$ cat config.mk
export PLATFORM = sky130hd
export DESIGN_NAME = frame_capture_ctrl
export DESIGN_NICKNAME = d
export VERILOG_FILES = /design/src/rtl/frame_capture_ctrl.sv
export SDC_FILE = /design/constraint.sdc
export NUM_CORES = 1
export LEC_CHECK = 0
export ABC_AREA = 1
export CAP_MARGIN = 20
export CELL_PAD_IN_SITES_DETAIL_PLACEMENT = 0
export CELL_PAD_IN_SITES_GLOBAL_PLACEMENT = 1
export CORE_ASPECT_RATIO = 1.2
export CORE_UTILIZATION = 30
export CTS_BUF_LIST = sky130_fd_sc_hd__clkbuf_8
export DETAILED_ROUTE_END_ITERATION = 6
export PLACE_DENSITY_LB_ADDON = 0.1
export SYNTH_ARGS = -nofsm -noshare
export SYNTH_HDL_FRONTEND = slang
export SYNTH_SLANG_ARGS = --single-unit
$ cat constraint.sdc
create_clock -name clock -period 5.18 [get_ports clock]
set_clock_uncertainty 0.2 [all_clocks]
set_input_delay 1.554 -clock clock [delete_from_list [all_inputs] [get_ports clock]]
set_output_delay 1.554 -clock clock [all_outputs]
set_load 0.03 [all_outputs]
$ cat src/rtl/frame_capture_ctrl.sv
// Camera frame capture sequencer: synchronises the camera pins into the system
// clock domain and turns each valid pixel byte into one byte-wide memory write.
module frame_capture_ctrl #(
    parameter int ADDR_W   = 22,
    parameter int H_BYTES  = 1280,
    parameter int V_LINES  = 480,
    parameter int WR_PULSE = 2
) (
    input  logic              clock,
    input  logic              reset,
    input  logic              start,
    input  logic [7:0]        cameraD,
    input  logic              HSYNC,
    input  logic              VSYNC,
    input  logic              PXCLK,
    output logic [ADDR_W-1:0] mem_addr,
    output logic [7:0]        mem_data,
    output logic              ce,
    output logic              wr,
    output logic              busy,
    output logic              done,
    output logic              overflow
);
    localparam int BC_W = $clog2(H_BYTES + 1);
    localparam int LC_W = $clog2(V_LINES + 1);
    localparam int PC_W = (WR_PULSE > 1) ? $clog2(WR_PULSE) : 1;
    localparam logic [ADDR_W:0] ADDR_MAX    = {1'b0, {ADDR_W{1'b1}}};
    localparam logic [ADDR_W:0] FRAME_BYTES = (ADDR_W+1)'(H_BYTES * V_LINES);

    typedef enum logic [1:0] {IDLE, ARM, CAPTURE, DONE} state_t;
    state_t state, state_nx;

    // {cameraD, HSYNC, VSYNC, PXCLK} through two flops, plus one more for edges
    logic [10:0] sync1, sync2;
    logic        px_d, vs_d, hs_d;

    always_ff @(posedge clock or posedge reset) begin
        if (reset) begin
            sync1 <= '0;
            sync2 <= '0;
            px_d  <= 1'b0;
            vs_d  <= 1'b0;
            hs_d  <= 1'b0;
        end else begin
            sync1 <= {cameraD, HSYNC, VSYNC, PXCLK};
            sync2 <= sync1;
            px_d  <= sync2[0];
            vs_d  <= sync2[1];
            hs_d  <= sync2[2];
        end
    end

    logic       px_s, vs_s, hs_s;
    logic [7:0] cam_s;
    logic       strobe, vs_fall, vs_rise, hs_fall;
    assign px_s    = sync2[0];
    assign vs_s    = sync2[1];
    assign hs_s    = sync2[2];
    assign cam_s   = sync2[10:3];
    assign strobe  = px_s & ~px_d & hs_s;
    assign vs_fall = ~vs_s & vs_d;
    assign vs_rise = vs_s & ~vs_d;
    assign hs_fall = ~hs_s & hs_d;

    logic [BC_W-1:0] byte_cnt;
    logic [LC_W-1:0] line_cnt;
    logic [PC_W-1:0] pulse_cnt;
    logic            vs_pend;
    logic            retire, last_wr, short_end, in_window, accept, ovf_hit, rearm;
    logic [ADDR_W:0] addr_nx;

    assign retire    = ce && (pulse_cnt == PC_W'(WR_PULSE - 1));
    assign addr_nx   = {1'b0, mem_addr} + 1'b1;
    assign last_wr   = retire && (addr_nx == FRAME_BYTES || addr_nx == ADDR_MAX);
    // a short frame still lets the write in flight retire before DONE
    assign short_end = (vs_rise || vs_pend) && (!ce || retire);
    assign in_window = (state == CAPTURE) && strobe && !vs_rise && !vs_pend &&
                       (byte_cnt < BC_W'(H_BYTES)) && (line_cnt < LC_W'(V_LINES));
    assign accept    = in_window && !ce;
    assign ovf_hit   = in_window && ce;
    assign rearm     = start && (state == IDLE || state == DONE);

    always_ff @(posedge clock or posedge reset) begin
        if (reset) state <= IDLE;
        else       state <= state_nx;
    end

    always_comb begin
        state_nx = state;
        unique case (state)
            IDLE:    if (start) state_nx = ARM;
            ARM:     if (vs_fall) state_nx = CAPTURE;
            CAPTURE: if (last_wr || short_end) state_nx = DONE;
            DONE:    if (start) state_nx = ARM;
            default: state_nx = IDLE;
        endcase
    end

    always_ff @(posedge clock or posedge reset) begin
        if (reset) begin
            mem_addr  <= '0;
            mem_data  <= '0;
            ce        <= 1'b0;
            overflow  <= 1'b0;
            byte_cnt  <= '0;
            line_cnt  <= '0;
            pulse_cnt <= '0;
            vs_pend   <= 1'b0;
        end else if (rearm) begin
            mem_addr <= '0;
            overflow <= 1'b0;
            byte_cnt <= '0;
            line_cnt <= '0;
            vs_pend  <= 1'b0;
        end else if (state == CAPTURE) begin
            if (hs_fall) begin
                byte_cnt <= '0;
                if (line_cnt != LC_W'(V_LINES)) line_cnt <= line_cnt + 1'b1;
            end else if (strobe && byte_cnt != BC_W'(H_BYTES)) begin
                byte_cnt <= byte_cnt + 1'b1;
            end
            if (vs_rise) vs_pend <= 1'b1;
            if (ovf_hit) overflow <= 1'b1;
            if (accept) begin
                mem_data  <= cam_s;
                ce        <= 1'b1;
                pulse_cnt <= '0;
            end else if (retire) begin
                ce <= 1'b0;
                if (addr_nx != ADDR_MAX + 1'b1) mem_addr <= addr_nx[ADDR_W-1:0];
            end else if (ce) begin
                pulse_cnt <= pulse_cnt + 1'b1;
            end
        end
    end

    assign wr   = ce;
    assign busy = (state == ARM) || (state == CAPTURE);
    assign done = (state == DONE);

endmodule

* After elaboration in Yosys (flattened, before gate mapping)
Cells that the tools add are included.
** Cells by class
- Bitwise gates (word level) :: 10
- $add $sub $neg :: 4
- Mux-type cells :: 28
- Equal/unequal tests :: 13
- Reductions and logical operators :: 42
- Order comparisons :: 2
** Operator list (count)
- 2-to-1 mux 22 bit :: 5
- 2-to-1 mux 11 bit :: 4
- 2-to-1 mux 9 bit :: 4
- adder 22 x 1 -> 23 bit, second input constant :: 1
- == test 23 x 20 -> 1 bit, second input constant :: 1
- == test 23 x 22 -> 1 bit, second input constant :: 1
- != test 23 bit, second input constant :: 1
- nonzero test 2 bit :: 9
- logical AND 1 bit :: 12
- AND reduction 3 bit :: 4
- adder 11 x 1 -> 11 bit, second input constant :: 1
- < comparator 11 bit, second input constant :: 1
- 2-to-1 mux 1 bit :: 11
- != test 11 bit, second input constant :: 1
- adder 9 x 1 -> 9 bit, second input constant :: 1
- < comparator 9 bit, second input constant :: 1
- != test 9 bit, second input constant :: 1
- != test 2 x 1 -> 1 bit, second input constant :: 4
- AND reduction 4 bit :: 2
- logical OR 1 bit :: 6
- 2-to-1 mux 2 bit :: 3
- one-hot mux 2 bit (3 select lines) :: 1
- AND reduction 2 bit :: 3
- AND 1 bit :: 5
- other kinds (9) :: 16
** Storage, ports and cells
- Flip-flop bits (word level) :: 81
- Word-level logic and storage cells :: 113
- Input bits :: 14

* Depth between registers and ports, before layout
- Word-level depth :: 12
- Mapped depth :: 18
- Gate-level depth less buffers :: 18

* Least setup slack after synthesis
Ideal clock, no wire load.
- Path kind :: input to register
- Start point :: input start
- End point :: register byte_cnt[5]
- Required time :: 4.844 ns
- Setup slack :: 2.436 ns
- Data arrival time :: 2.408 ns
- Stages :: 8
- Library setup time :: 0.136 ns
- Cell sequence :: nand2_1 > buf_2 > nand2_1 > inv_1 > nand2_1 > clkbuf_1 > a21oi_1 > a21oi_1
** On the way
- Cells in the longest elaborated chain, start to end :: 3
- Elaborated cells between the ends (all ways) :: 5
- Classes of those cells :: mux (1); reduce/logical (4)
** Ends and longest elaborated chain
- start: declaration :: RTL line 11 : input logic start,
- logical AND 1 bit * :: RTL line 81 : assign rearm = start && (state == IDLE || state == DONE);
- nonzero test 3 bit (no source line) or nonzero test 2 bit (tied branches)
- AND reduction 2 bit (no source line)
- end signal: assignment :: RTL line 120 : byte_cnt <= byte_cnt + 1'b1;
- end: declaration :: RTL line 65 : logic [BC_W-1:0] byte_cnt;
Mark *: on every way between the ends. The rest lies on a longest branch, timed or not.
A chain may end at the register's enable or synchronous reset.

* Final worst setup path
- Start point :: register state[0]
- End point :: output busy
** On the way
- Cells in the longest elaborated chain, start to end :: 2
- Elaborated cells between the ends (all ways) :: 3
- Classes of those cells :: eq/ne (2); reduce/logical (1)
** Ends and longest elaborated chain
- start: declaration :: RTL line 31 : state_t state, state_nx;
- start signal: assignment :: RTL line 85 : else state <= state_nx;
- == test 2 x 1 -> 1 bit or == test 2 bit (tied branches) :: RTL line 138 : assign busy = (state == ARM) || (state == CAPTURE);
- logical OR 1 bit * :: RTL line 138
- end: declaration :: RTL line 20 : output logic busy,
Marks and branches as above.

==> impl_metrics.json <==
{
  "area_delta_synth_final_pct": 20.5,
  "synth_top_area_share_pct": 48.2,
  "drt_pass1_iterations": 4,
  "timing.critical_path.cells": "inv_1, ha_1, inv_1, clkdlybuf4s50_1",
  "syn_area_mm2": 0.00421,
  "avgSynthCellArea_um2": 8.52,
  "clk_pin_slew_ns": 0.10,
  "grt_pass1_wl_mm": 16.5,
  "io_pins": 49,
  "r2r_start": "mem_addr[1]",
  "place.detailed.hpwl_mm": 7.40,
  "cts_resized": 0,
  "cts_sinks": 81,
  "n_fill_cell": 1452,
  "min_path_cells": 0,
  "seqCellArea_mm2": 0.00203,
  "slowest_stage": "clkdlybuf4s50_1",
  "fin_crit_sh_pct": 71.5,
  "synth-seq-cells": 81,
  "synth_edf_count": 0,
  "grt_use_total_pct": 14.9,
  "cts_max_path_buffers": 2,
  "drt-vias-per-instance": 4.66,
  "cts-root-buf": "clkbuf_8",
  "cts_tree": "built",
  "crit_arrival_ns": 1.95,
  "fp-row-count": 47,
  "worst_pin_slew_ns": 0.711,
  "worst-setup-path-type": "reg -> out",
  "finalHoldViolCount": 0,
  "r2r_slack_ns": 2.37,
  "cts_setup_buffers": 0,
  "hold_start": "sync1[4]",
  "rr_endpoint": "mem_addr[1]",
  "initial_core_util_pct": 30.6,
  "fin_tns_setup_ns": 0,
  "drt_iter0_markers": 158,
  "gr-total-overflow": 0,
  "p_total_w": 0.00182,
  "leakagePower_nw": 2.23,
  "die_h_um": 132,
  "multiInputGateArea_mm2": 0.00184,
  "die_x_um": 110,
  "fin_crit_ns": 3.70,
  "synth_most_common_cell": "nand2_1",
  "relSlewSlack_pct": 52.5,
  "rsz0062_at_grt": "no",
  "yosys.area.top_type": "dfrtp_1",
  "vias": 3362,
  "crit_top_cell": "inv_1",
  "drc": 0,
  "cts_htree_levels": 3,
  "startpoint_type": "register",
  "fmax_mhz": 270,
  "grt_pass1_vias": 3344,
  "place_congestion": 0.745,
  "antenna_found_initial": 0,
  "holdWs_ns": 0.145,
  "core_area_mm2": 0.0138,
  "max_cap_viol_count": 0,
  "yosysUniqueCellTypes": 39,
  "synth_common_cells": "nand2_1 (102), dfrtp_1 (81), inv_1 (70)",
  "ys_warn_count": 0,
  "finalSetupViolations": 0,
  "synth_cells": 494,
  "clk-insertion-delay-late_ns": 0.37,
  "wl_per_cell_um": 13.7,
  "ir_drop_mv": 0.182,
  "io_buffers": 48,
  "syn-num-nets": 520,
  "synthArstFlopShare_pct": 100,
  "cts_hold_buf": 0,
  "synth_area_leaders": "dfrtp_1 (48%), nand2_1 (9.1%), inv_1 (6.2%)",
  "power_density_mw_per_mm2": 360,
  "grt_max_degree": 40,
  "status": "finished, final reports clean",
  "cp-end-kind": "primary output",
  "final-max-slew-violation-count": 0,
  "wirelength_mm": 9.89,
  "worst_ep_required_time_ns": 3.43,
  "hold_path.class": "reg -> reg",
  "cts_made_buffers": 9,
  "holdPathEnd": "sync2[4]",
  "antenna_cells": 0,
  "ant_nets": 0,
  "die_area_mm2": 0.0145,
  "ff2ff_path_depth": 11,
  "worst-path-max-fanout": 5,
  "cpPeakStageDelay_ns": 0.68,
  "synth_flop_cell": "dfrtp_1",
  "drive_gt1_share_pct": 11.4,
  "yosysSeqAreaShare_pct": 48.2,
  "final_nets": 572
}
-- state kept, by name, summed over array words and instances (netlist names) --
register,cells
byte_cnt,11
ce,1
hs_d,1
line_cnt,9
mem_addr,22
mem_data,8
overflow,1
pulse_cnt,1
px_d,1
state,2
sync1,11
sync2,11
vs_d,1
vs_pend,1
-- stage by stage --
| stage | utilization (%) | cell area [µm²] | setup slack (ns) | instances |
|---|---|---|---|---|
| detailed placement | 35.3 | 4860 | 1.34 | 706 |
| global placement | 35.3 | 4860 | 1.41 | 706 |
| floorplan | - | 4210 | 1.35 | 494 |
| finish | 36.8 | 5070 | 1.48 | 722 |
| CTS | 36.8 | 5070 | 1.43 | 722 |
| global route | 36.8 | 5070 | 1.38 | 722 |
-- routing by layer --
| layer | up-vias | wire length, µm | GRT usage, % |
|---|---|---|---|
| li1 | 1701 | - | - |
| met1 | 1599 | 4460 | 18.9 |
| met2 | 54 | 5060 | 25.6 |
| met3 | 8 | 243 | 2.63 |
| met4 | 0 | 129 | 4.39 |
| met5 | - | 0 | 0 |
-- worst max path at each step --
stage | startpoint | endpoint | slack (ns) | cells after the start
6_report | state[0] | busy | 1.48 | 4
4_1_cts | state[0] | busy | 1.43 | 4
3_3_place_gp | start | mem_data[2] | 1.41 | 5
3_5_place_dp | start | mem_addr[1] | 1.34 | 6
5_1_grt | state[0] | busy | 1.38 | 4
2_1_floorplan | reset | byte_cnt[0] | 1.35 | 1
-- placed cells by master (no fill, tap or decap), types with 7 or more instances in the layout --
master,count
ha_1,12
clkdlybuf4s50_1,48
nor2_1,42
nand3_1,51
nand2_2,8
o22ai_2,7
inv_1,69
dfrtp_1,81
nand2_1,102
a21oi_1,17
o21ai_0,29
mux2_2,8
nor3_1,11
clkbuf_8,9
-- worst max-delay path, delay by kind of cell, from the launching register on --
kind | cells | cell delay (ns)
buf+inv | 3 | 0.86
fa+ha+maj | 1 | 0.31
flops | 1 | 0.43
-- cell type report --
class                   instances  share of cell area [%]
multi-input cells             330                    36.3
repair buffers                 51                    9.93
flip-flops and latches         81                    40.0
well taps                     171                    4.22
clock inverters                 7                    1.70
inverters                      73                    5.43
clock buffers                   9                    2.44
-- report_power, final --
group / switching, W / internal [W]
Combinational: 0.000386 / 0.000194
Sequential: 0.0000519 / 0.000693
Clock: 0.000263 / 0.000234
Total: 0.000701 / 0.00112
-- cells by family (layout without fill, tap and decap cells) --
group / Yosys count / after routing / synth area share (%)
xor+xnor: 6 / 6 / 1.25
buf+inv: 83 / 140 / 8.12
simple gates: 235 / 235 / 26.1
mux: 8 / 8 / 2.14
flops: 81 / 81 / 48.2
compound gates: 69 / 69 / 10.6
fa+ha+maj: 12 / 12 / 3.57
No activity file was read; power rests on OpenSTA's default activity.
